## src/rtl/clock_div_ctrl_pkg.sv

```systemverilog
// ---------------------------------------------------------------------------
// clock_div_ctrl_pkg
//   Shared definitions for the slow-clock run/stop/reconfiguration controller:
//   controller state encoding and the default divider settings.
// ---------------------------------------------------------------------------
package clock_div_ctrl_pkg;

   // Default counter width and half-period count (1 Hz from a 50 MHz clock:
   // each clockhz level lasts DEF_HALF+1 cycles).
   localparam int unsigned CNT_W_DEF    = 26;
   localparam int unsigned DEF_HALF_DEF = 24_999_999;

   // IDLE  : divider stopped, counter cleared, clockhz low
   // RUN   : divider counting
   // PEND  : counting, with a new half-period waiting for the next period boundary
   // STOPW : counting until the current period ends, then back to IDLE
   typedef enum logic [1:0] {
      ST_IDLE  = 2'd0,
      ST_RUN   = 2'd1,
      ST_PEND  = 2'd2,
      ST_STOPW = 2'd3
   } state_t;

endpackage

```

## src/rtl/clock_div_ctrl_half_cnt.sv

```systemverilog
// ---------------------------------------------------------------------------
// clock_div_ctrl_half_cnt
//   Half-period counter for the slow-clock divider. Counts 0..half while
//   enabled and wraps back to 0; clr forces the count to 0.
// Ports
//   clock50  in   1      system clock
//   clrn     in   1      asynchronous active-low reset
//   en       in   1      count enable
//   clr      in   1      synchronous clear (wins over en)
//   half     in   CNT_W  terminal count; one level lasts half+1 cycles
//   wrap     out  1      en and count==half: count returns to 0 on this edge
// ---------------------------------------------------------------------------
module clock_div_ctrl_half_cnt #(
   parameter int unsigned CNT_W = 26
) (
   input  logic             clock50,
   input  logic             clrn,
   input  logic             en,
   input  logic             clr,
   input  logic [CNT_W-1:0] half,
   output logic             wrap
);

   logic [CNT_W-1:0] cnt_q;
   logic [CNT_W-1:0] cnt_d;

   // Equality compare is enough: half only changes while the count is 0,
   // so the count can never step past it.
   assign wrap = en && (cnt_q == half);

   always_comb begin
      cnt_d = cnt_q;
      if (clr) begin
         cnt_d = '0;
      end else if (en) begin
         cnt_d = wrap ? '0 : cnt_q + CNT_W'(1);
      end
   end

   always_ff @(posedge clock50 or negedge clrn) begin
      if (!clrn) begin
         cnt_q <= '0;
      end else begin
         cnt_q <= cnt_d;
      end
   end

endmodule

```

## src/rtl/clock_div_ctrl.sv

```systemverilog
// ---------------------------------------------------------------------------
// clock_div_ctrl
//   Run/stop and reconfiguration controller for the board's slow clock.
//   Holds the active half-period count, gates the divider counter, and takes
//   a new divisor through a req/ack handshake. While the divider is running
//   a new divisor is applied only at a full-period boundary (the falling
//   edge of clockhz), so clockhz never glitches.
// Ports
//   clock50   in   1      system clock (single domain)
//   clrn      in   1      asynchronous active-low reset
//   run       in   1      1 = divider runs, 0 = stop at end of current period
//   cfg_req   in   1      request to load cfg_half, held until cfg_ack
//   cfg_half  in   CNT_W  requested half-period count N (N+1 cycles per level)
//   cfg_ack   out  1      one-cycle pulse: cfg_half is now active
//   clockhz   out  1      divided clock, 50 % duty, registered
//   tick      out  1      one-cycle pulse in the cycle clockhz goes 0->1
//   busy      out  1      controller is not IDLE
//   cur_half  out  CNT_W  active half-period count
// ---------------------------------------------------------------------------
module clock_div_ctrl
   import clock_div_ctrl_pkg::*;
#(
   parameter int unsigned         CNT_W    = CNT_W_DEF,
   parameter logic [CNT_W-1:0]    DEF_HALF = CNT_W'(DEF_HALF_DEF)
) (
   input  logic             clock50,
   input  logic             clrn,
   input  logic             run,
   input  logic             cfg_req,
   input  logic [CNT_W-1:0] cfg_half,
   output logic             cfg_ack,
   output logic             clockhz,
   output logic             tick,
   output logic             busy,
   output logic [CNT_W-1:0] cur_half
);

   state_t           state_q,     state_d;
   logic             clockhz_q,   clockhz_d;
   logic             tick_q,      tick_d;
   logic             cfg_ack_q,   cfg_ack_d;
   logic [CNT_W-1:0] cur_half_q,  cur_half_d;
   logic [CNT_W-1:0] pend_half_q, pend_half_d;
   logic             req_block_q, req_block_d;

   logic wrap;
   logic counting;
   logic boundary;
   logic req_ok;

   assign counting = (state_q != ST_IDLE);

   clock_div_ctrl_half_cnt #(
      .CNT_W (CNT_W)
   ) u_half_cnt (
      .clock50 (clock50),
      .clrn    (clrn),
      .en      (counting),
      .clr     (!counting),
      .half    (cur_half_q),
      .wrap    (wrap)
   );

   // A wrap while clockhz is high ends the full period.
   assign boundary = wrap && clockhz_q;

   // After an ack the request stays blocked until cfg_req is seen low, so a
   // requester that keeps cfg_req high after the ack never loads twice.
   assign req_ok = cfg_req && !cfg_ack_q && !req_block_q;

   always_comb begin
      state_d     = state_q;
      clockhz_d   = clockhz_q;
      tick_d      = 1'b0;
      cfg_ack_d   = 1'b0;
      cur_half_d  = cur_half_q;
      pend_half_d = pend_half_q;
      req_block_d = req_block_q;

      if (!cfg_req) begin
         req_block_d = 1'b0;
      end

      if (wrap) begin
         clockhz_d = ~clockhz_q;
         tick_d    = ~clockhz_q;
      end

      case (state_q)
         ST_IDLE: begin
            clockhz_d = 1'b0;
            // Divider is stopped, so the new count can be applied at once.
            if (req_ok) begin
               cur_half_d  = cfg_half;
               cfg_ack_d   = 1'b1;
               req_block_d = 1'b1;
            end
            if (run) begin
               state_d = ST_RUN;
            end
         end

         ST_RUN: begin
            if (req_ok) begin
               pend_half_d = cfg_half;
               state_d     = ST_PEND;
            end else if (!run) begin
               state_d = ST_STOPW;
            end
         end

         ST_PEND: begin
            // run is only consulted at the boundary: a pending load always
            // completes before the divider stops.
            if (boundary) begin
               cur_half_d  = pend_half_q;
               cfg_ack_d   = 1'b1;
               req_block_d = 1'b1;
               state_d     = run ? ST_RUN : ST_IDLE;
            end
         end

         ST_STOPW: begin
            if (boundary) begin
               state_d = run ? ST_RUN : ST_IDLE;
            end else if (req_ok) begin
               pend_half_d = cfg_half;
               state_d     = ST_PEND;
            end else if (run) begin
               state_d = ST_RUN;
            end
         end

         default: begin
            state_d = ST_IDLE;
         end
      endcase
   end

   always_ff @(posedge clock50 or negedge clrn) begin
      if (!clrn) begin
         state_q     <= ST_IDLE;
         clockhz_q   <= 1'b0;
         tick_q      <= 1'b0;
         cfg_ack_q   <= 1'b0;
         cur_half_q  <= DEF_HALF;
         pend_half_q <= '0;
         req_block_q <= 1'b0;
      end else begin
         state_q     <= state_d;
         clockhz_q   <= clockhz_d;
         tick_q      <= tick_d;
         cfg_ack_q   <= cfg_ack_d;
         cur_half_q  <= cur_half_d;
         pend_half_q <= pend_half_d;
         req_block_q <= req_block_d;
      end
   end

   assign clockhz  = clockhz_q;
   assign tick     = tick_q;
   assign cfg_ack  = cfg_ack_q;
   assign cur_half = cur_half_q;
   assign busy     = (state_q != ST_IDLE);

endmodule

```

## config.mk

```make
export PLATFORM = sky130hd
export DESIGN_NAME = clock_div_ctrl
export DESIGN_NICKNAME = d
export VERILOG_FILES = /design/src/rtl/clock_div_ctrl_pkg.sv /design/src/rtl/clock_div_ctrl_half_cnt.sv /design/src/rtl/clock_div_ctrl.sv
export SDC_FILE = /design/constraint.sdc
export NUM_CORES = 1
export LEC_CHECK = 0
export ABC_AREA = 1
export BUFFER_PORTS_ARGS = -buffer_cell sky130_fd_sc_hd__clkbuf_2
export CAP_MARGIN = 25
export CORE_MARGIN = 3
export CORE_UTILIZATION = 52
export CTS_CLUSTER_DIAMETER = 60
export DETAILED_ROUTE_END_ITERATION = 8
export HOLD_SLACK_MARGIN = 0.05
export PLACE_DENSITY = 0.79
export SLEW_MARGIN = 5
export SYNTH_ARGS = -nofsm -noshare
export SYNTH_HDL_FRONTEND = slang
export SYNTH_SLANG_ARGS = --single-unit
export TNS_END_PERCENT = 10
```

## constraint.sdc

```tcl
create_clock -name clock50 -period 1.9 [get_ports clock50]
set_input_delay 0.095 -clock clock50 [delete_from_list [all_inputs] [get_ports clock50]]
set_output_delay 0.095 -clock clock50 [all_outputs]
set_load 0.05 [all_outputs]
```

# Word-level counts from Yosys, hierarchy flattened
# Index checks and enable logic that the tools add are counted.
# Widths: inputs -> output; s select.
[op_classes] n_mux=26 eq_ne=8 div=0 magnitude_cmp=0 n_addsub=1 bitwise_logic=1 n_reduce_logical=14 mul=0 shifts=0
[ops] op="$mux 26" n=6
[ops] op="$pmux 26 s2" n=2
[ops] op="$add 26x1->26 const B" n=1
[ops] op="$eq 26x26->1" n=1
[ops] op="$mux 2" n=6
[ops] op="$mux 1" n=9
[ops] op="$pmux 2 s4" n=1
[ops] op="$reduce_bool 2->1" n=4
[ops] op="$ne 2x2->1 const B" n=3
[ops] op="$eq 2x2->1 const B" n=2
[ops] op="$logic_and 1x1->1" n=4
[ops] op="$pmux 1 s2" n=2
[ops] op="$reduce_and 2->1" n=2
[ops] op="$ne 3x3->1 const B" n=1
[ops] op="$reduce_and 3->1" n=1
[ops] op="$eq 2x1->1 const B" n=1
[ops] op="$logic_not 1->1" n=2
[ops] op="$logic_not 2->1" n=1
[ops] op="$not 1->1" n=1
[word_totals] latch_bits=0 regBits=84 ram_bits=0 mem_bits_ro=0 output_inout_bits=30 n_memories=0

# Depth between registers and ports, before layout
[logic_depth] depth_word=6 mapped_depth=13

# By module
# From an unflattened synthesis, not the netlist that was laid out.
[hier_totals] hier_cells=733 area_unflattened_um2=5113.7
[modules_own_cells] mod="clock_div_ctrl" area_each_um2=2635.0 n_inst=1 cells_each=325
[modules_own_cells] mod="clock_div_ctrl_half_cnt" area_each_um2=2478.6 n_inst=1 cells_each=408

# Worst setup path after synthesis
# Ideal clock, no wire load.
[synth_timing] path_kind="reg-to-reg" from="register cur_half_q[2] (netlist: cur_half[2])" to="register cur_half_q[10] (netlist: cur_half[10])" path_slack_ps=-153 arrival_ps=1926 setup_ps=127 period_less_slack_ps=2053 stages_incl_launch_ff=13 cell_sequence="dfstp_2 -> inv_1 -> nand2_1 -> nand2_1 -> nor2_1 -> nand2_1 -> nor2_1 -> nand2_1 -> nor2_2 -> nand3_2 -> o21ai_4 -> buf_2 -> o21ai_0"
[synth_via] elab_chain_cells=5
[synth_rtl] element="start: declaration" line_no="clock_div_ctrl.sv:42" rtl="logic [CNT_W-1:0] cur_half_q, cur_half_d;"
[synth_rtl] element="start signal: assignment" line_no="clock_div_ctrl.sv:154" rtl="cur_half_q <= cur_half_d;"
[synth_rtl] element="$eq 26x26->1" line_no="clock_div_ctrl_half_cnt.sv:29" rtl="assign wrap = en && (cnt_q == half);"
[synth_rtl] element="$logic_and 1x1->1" line_no="clock_div_ctrl_half_cnt.sv:29"
[synth_rtl] element="$logic_and 1x1->1" line_no="clock_div_ctrl.sv:65" rtl="assign boundary = wrap && clockhz_q;"
[synth_rtl] element="$ne 2x2->1 (no line)"
[synth_rtl] element="$reduce_and 3->1 (no line)"
# Every way passes these cells.
# A chain may end at the register's enable or synchronous reset.

# Final worst setup path
[layout_timing] from="register cur_half_q[20] (netlist: cur_half[20])" to="register pend_half_q[14]"
[layout_via] elab_chain_cells=5
[layout_rtl] element="$eq 26x26->1" line_no="clock_div_ctrl_half_cnt.sv:29"
[layout_rtl] element="$logic_and 1x1->1" line_no="clock_div_ctrl_half_cnt.sv:29"
[layout_rtl] element="$logic_and 1x1->1" line_no="clock_div_ctrl.sv:65"
[layout_rtl] element="$ne 2x2->1 (no line)"
[layout_rtl] element="$reduce_and 2->1 (no line)"
[layout_rtl] element="end signal: assignment" line_no="clock_div_ctrl.sv:155" rtl="pend_half_q <= pend_half_d;"
[layout_rtl] element="end: declaration" line_no="clock_div_ctrl.sv:43" rtl="logic [CNT_W-1:0] pend_half_q, pend_half_d;"
# Every way passes these cells.

==> run_results.csv <==
group,metric,value,unit
status,violations,"negative setup slack",
timing,layout_setup_ws,-0.4798,ns
timing,slew_viol_final,0,
timing,timing.fmax,420.2,MHz
synth,netlist_area,4468,µm²
global_route,grt_overflow,0,
synth,synth_fp_nets,653,
synth,synth_top_area_cell,"dfrtp_1",
final_layout,post-route-util,0.7571,
pwr,p_clk_frac,0.412,
global_route,antenna_found_initial,0,
setup_path,worst-r2r-setup-slack,-0.48,ns
placed_design,dpl_cell_area,5338,µm²
setup_path,endpoint_kind,"register",
synth,yosysWarnings,0,
route,wire_per_inst,17.02,µm
synth,seq_area_frac_synth,0.4752,
setup_path,reg2reg_to,"pend_half_q[14]$_DFFE_PN0P_",
timing,slew_headroom,0.6707,
flow_run,cap_violations,0,
pwr,seqPwrFrac,0.544,
final_layout,areaGrowthSynthToFinish,40.63,%
timing,setup_viol,70,
timing,fin_tns_setup,-20.86,ns
floorplanning,fp.dieArea,9741,µm²
synth,ys_types,29,
timing,finalCriticalPeriod,2.380,ns
floorplanning,start_util,0.5384,
setup_path,crit_type,"reg -> reg",
clock_network,root_buffer,"clkbuf_8",
setup_path,reg2reg_depth,13,
floorplanning,num_io_pins,60,
synth,avgSynthCellArea,7.183,µm²
pwr,ir_drop,0.3381,mV
synth,synth_top_family_by_area,"simple AND/OR/NAND/NOR gates",
synth,syn_inst,622,
synth,synth_simple_gate_area_frac,0.2674,
pwr,p_switching,778.5,µW
setup_path,required,2.13,ns
pwr,switching_share,0.2369,
floorplanning,num_rows,33,
route,dr.pass1.iters,9,
min_path,min_to,"state_q[0]$_DFFE_PN0P_",
global_route,grt_pass1_wl,20.54,mm
placed_design,post-dp-hpwl,8.380,mm
setup_path,crit-reg2reg-launch,"cur_half[20]$_DFFE_PN1P_",
final_layout,nets,815,
pwr,power_density,523.1,nW/µm²
synth,netlist_top_cells_area,"dfrtp_1 (38%), nand2_1 (16%), dfstp_2 (10%)",
final_layout,drive_gt1_frac,0.3093,
timing,final_hold_viol_count,0,
synth,synth_compound_area_frac,0.1311,
setup_path,crit_path_max_fanout,26,
clock_network,numCtsBuffers,9,
clock_network,clkLatencyLatePin,0.37,ns
min_path,whs_path_depth,3,
synth,yosys_most_used_dff,"dfrtp_1",
pwr,power_frac_comb,0.043,
synth,synth_edf_count,0,
route,drc,0,
route,wirelength,15.22,mm
floorplanning,die_width,98.70,µm
setup_path,cp.arrival,2.61,ns
synth,synthXorXnorAreaFrac,0.01568,
synth,yosys_register_bits,84,
placed_design,gp_congestion,0.9818,
clock_network,path_clk_slew,0.11,ns
floorplanning,die_h,98.70,µm
min_path,hp-start,"run",
timing,period_share,1.253,
final_layout,n_fill_cell,493,
synth,synthArstFlopShare,1.000,
placed_design,dp_slack,-0.1519,ns
final_layout,final_cell_mix,"nand2_1 (167), inv_1 (93), dfrtp_1 (66)",
route,via_per_inst,5.630,
floorplanning,fp.coreArea,8299,µm²
synth,synth_top_area_share,0.3752,
min_path,holdCritPathClass,"in -> reg",
route,first_iter_violations,527,
clock_network,cts_tree,"done",
setup_path,crit_path_start_kind,"register",
timing,tightest_slew,0.4939,ns
synth,muxShareOfSynthArea,0,
final_layout,final_common_cell,"nand2_1",
timing,fin_skew,0.02409,ns
synth,synth-adder-area-share,0.002800,
global_route,grt_pass1_vias,4516,
timing,rsz0062_at_grt,"yes",
timing,whs,0.1032,ns
clock_network,cts_buffer_depth,2,
route,vias,5033,
clock_network,htree_levels,3,
placed_design,numPortBuffers,59,
global_route,grt_start_max_net_pins,54,
pwr,p_int,2508,µW
clock_network,clkSinkCount,84,
global_route,grtUsageTotal,0.2603,
route,antenna_left,0,
final_layout,finalInstanceArea,6284,µm²
final_layout,diodes,0,
pwr,power.leakage,0.003291,µW
status,outcome,"finished with violations",
sequential cells by signal, indices dropped and copies added (netlist names):
signal	flops
cur_half	26
pend_half_q	26
u_half_cnt.cnt_q	26
state_q	2
cfg_ack	1
clockhz	1
req_block_q	1
tick	1
metal layers:
layer,share of wire,global-route usage
met1,0.37,0.3350
met2,0.48,0.4347
met3,0.084,0.04176
met4,0.065,0.1155
met5,0,0
power by group through the flow:
stage | combinational [µW] | clock, µW | sequential [µW]
6_report | 143 | 1360 | 1790
5_1_grt | 160 | 1430 | 1790
4_1_cts | 139 | 1320 | 1790
3_5_place_dp | 94.4 | 0 | 1820
3_3_place_gp | 92.1 | 0 | 1820
2_1_floorplan | 17.3 | 0 | 1820
area by class of cell:
cell class,count,area (µm²),area share
Timing Repair Buffer,167,1364,0.2170
Clock inverter,5,61.31,0.009757
Clock buffer,11,141.4,0.02250
Inverter,105,394.1,0.06272
Sequential cell,84,2125,0.3381
Multi-Input combinational cell,417,2067,0.3290
Tap cell,105,131.4,0.02091
cells in the mapped netlist, drive strengths merged, types with 6 or more instances:
cell      n
inv     105
xor2      6
buf      10
nand2   196
a21oi    11
nor2     61
nand3    18
dfrtp    67
nand4     8
dfstp    17
nor3     12
clkbuf    6
o21ai    93
critical path, cell delays in order, from the launching register on:
cell       delay [ns]
dfstp_2          0.55
inv_1            0.07
nand2_1          0.05
nand2_1          0.10
nor2_1           0.18
nand2_1          0.09
nor2_1           0.12
nand2_1          0.11
nor2_4           0.16
nand3_4          0.14
o21ai_4          0.23
clkbuf_16        0.23
nand2_1          0.07
o21ai_0          0.15
timing repair:
item,in CTS,in global routing
hold endpoints to repair,59,0
gates resized for setup,23,94
endpoints found under the setup margin,54,83
hold buffers,28,0
buffers inserted,4,5
gates cloned,1,7
pin swaps,1,12
worst max path at each step:
stage	startpoint	end	slack (ns)
2_1_floorplan	cur_half[2]$_DFFE_PN1P_	cur_half[25]$_DFFE_PN0P_	-0.14
3_3_place_gp	cur_half[0]$_DFFE_PN1P_	cur_half[3]$_DFFE_PN1P_	-0.09
3_5_place_dp	cur_half[2]$_DFFE_PN1P_	cur_half[3]$_DFFE_PN1P_	-0.15
4_1_cts	cur_half[2]$_DFFE_PN1P_	cur_half[19]$_DFFE_PN1P_	-0.14
5_1_grt	cur_half[20]$_DFFE_PN1P_	pend_half_q[14]$_DFFE_PN0P_	-0.56
6_report	cur_half[20]$_DFFE_PN1P_	pend_half_q[14]$_DFFE_PN0P_	-0.48
per-stage QoR:
stage,instances,total power (µW)
2_1_floorplan,622,1840
3_3_place_gp,835,1914
3_5_place_dp,835,1916
4_1_cts,884,3247
5_1_grt,894,3383
6_report,894,3287
cell families after synthesis:
group,Yosys count
flops,84
fa+ha+maj,1
compound gates,110
simple gates,298
buf+inv,121
xor+xnor,8
No activity file was read; power rests on OpenSTA's default activity.
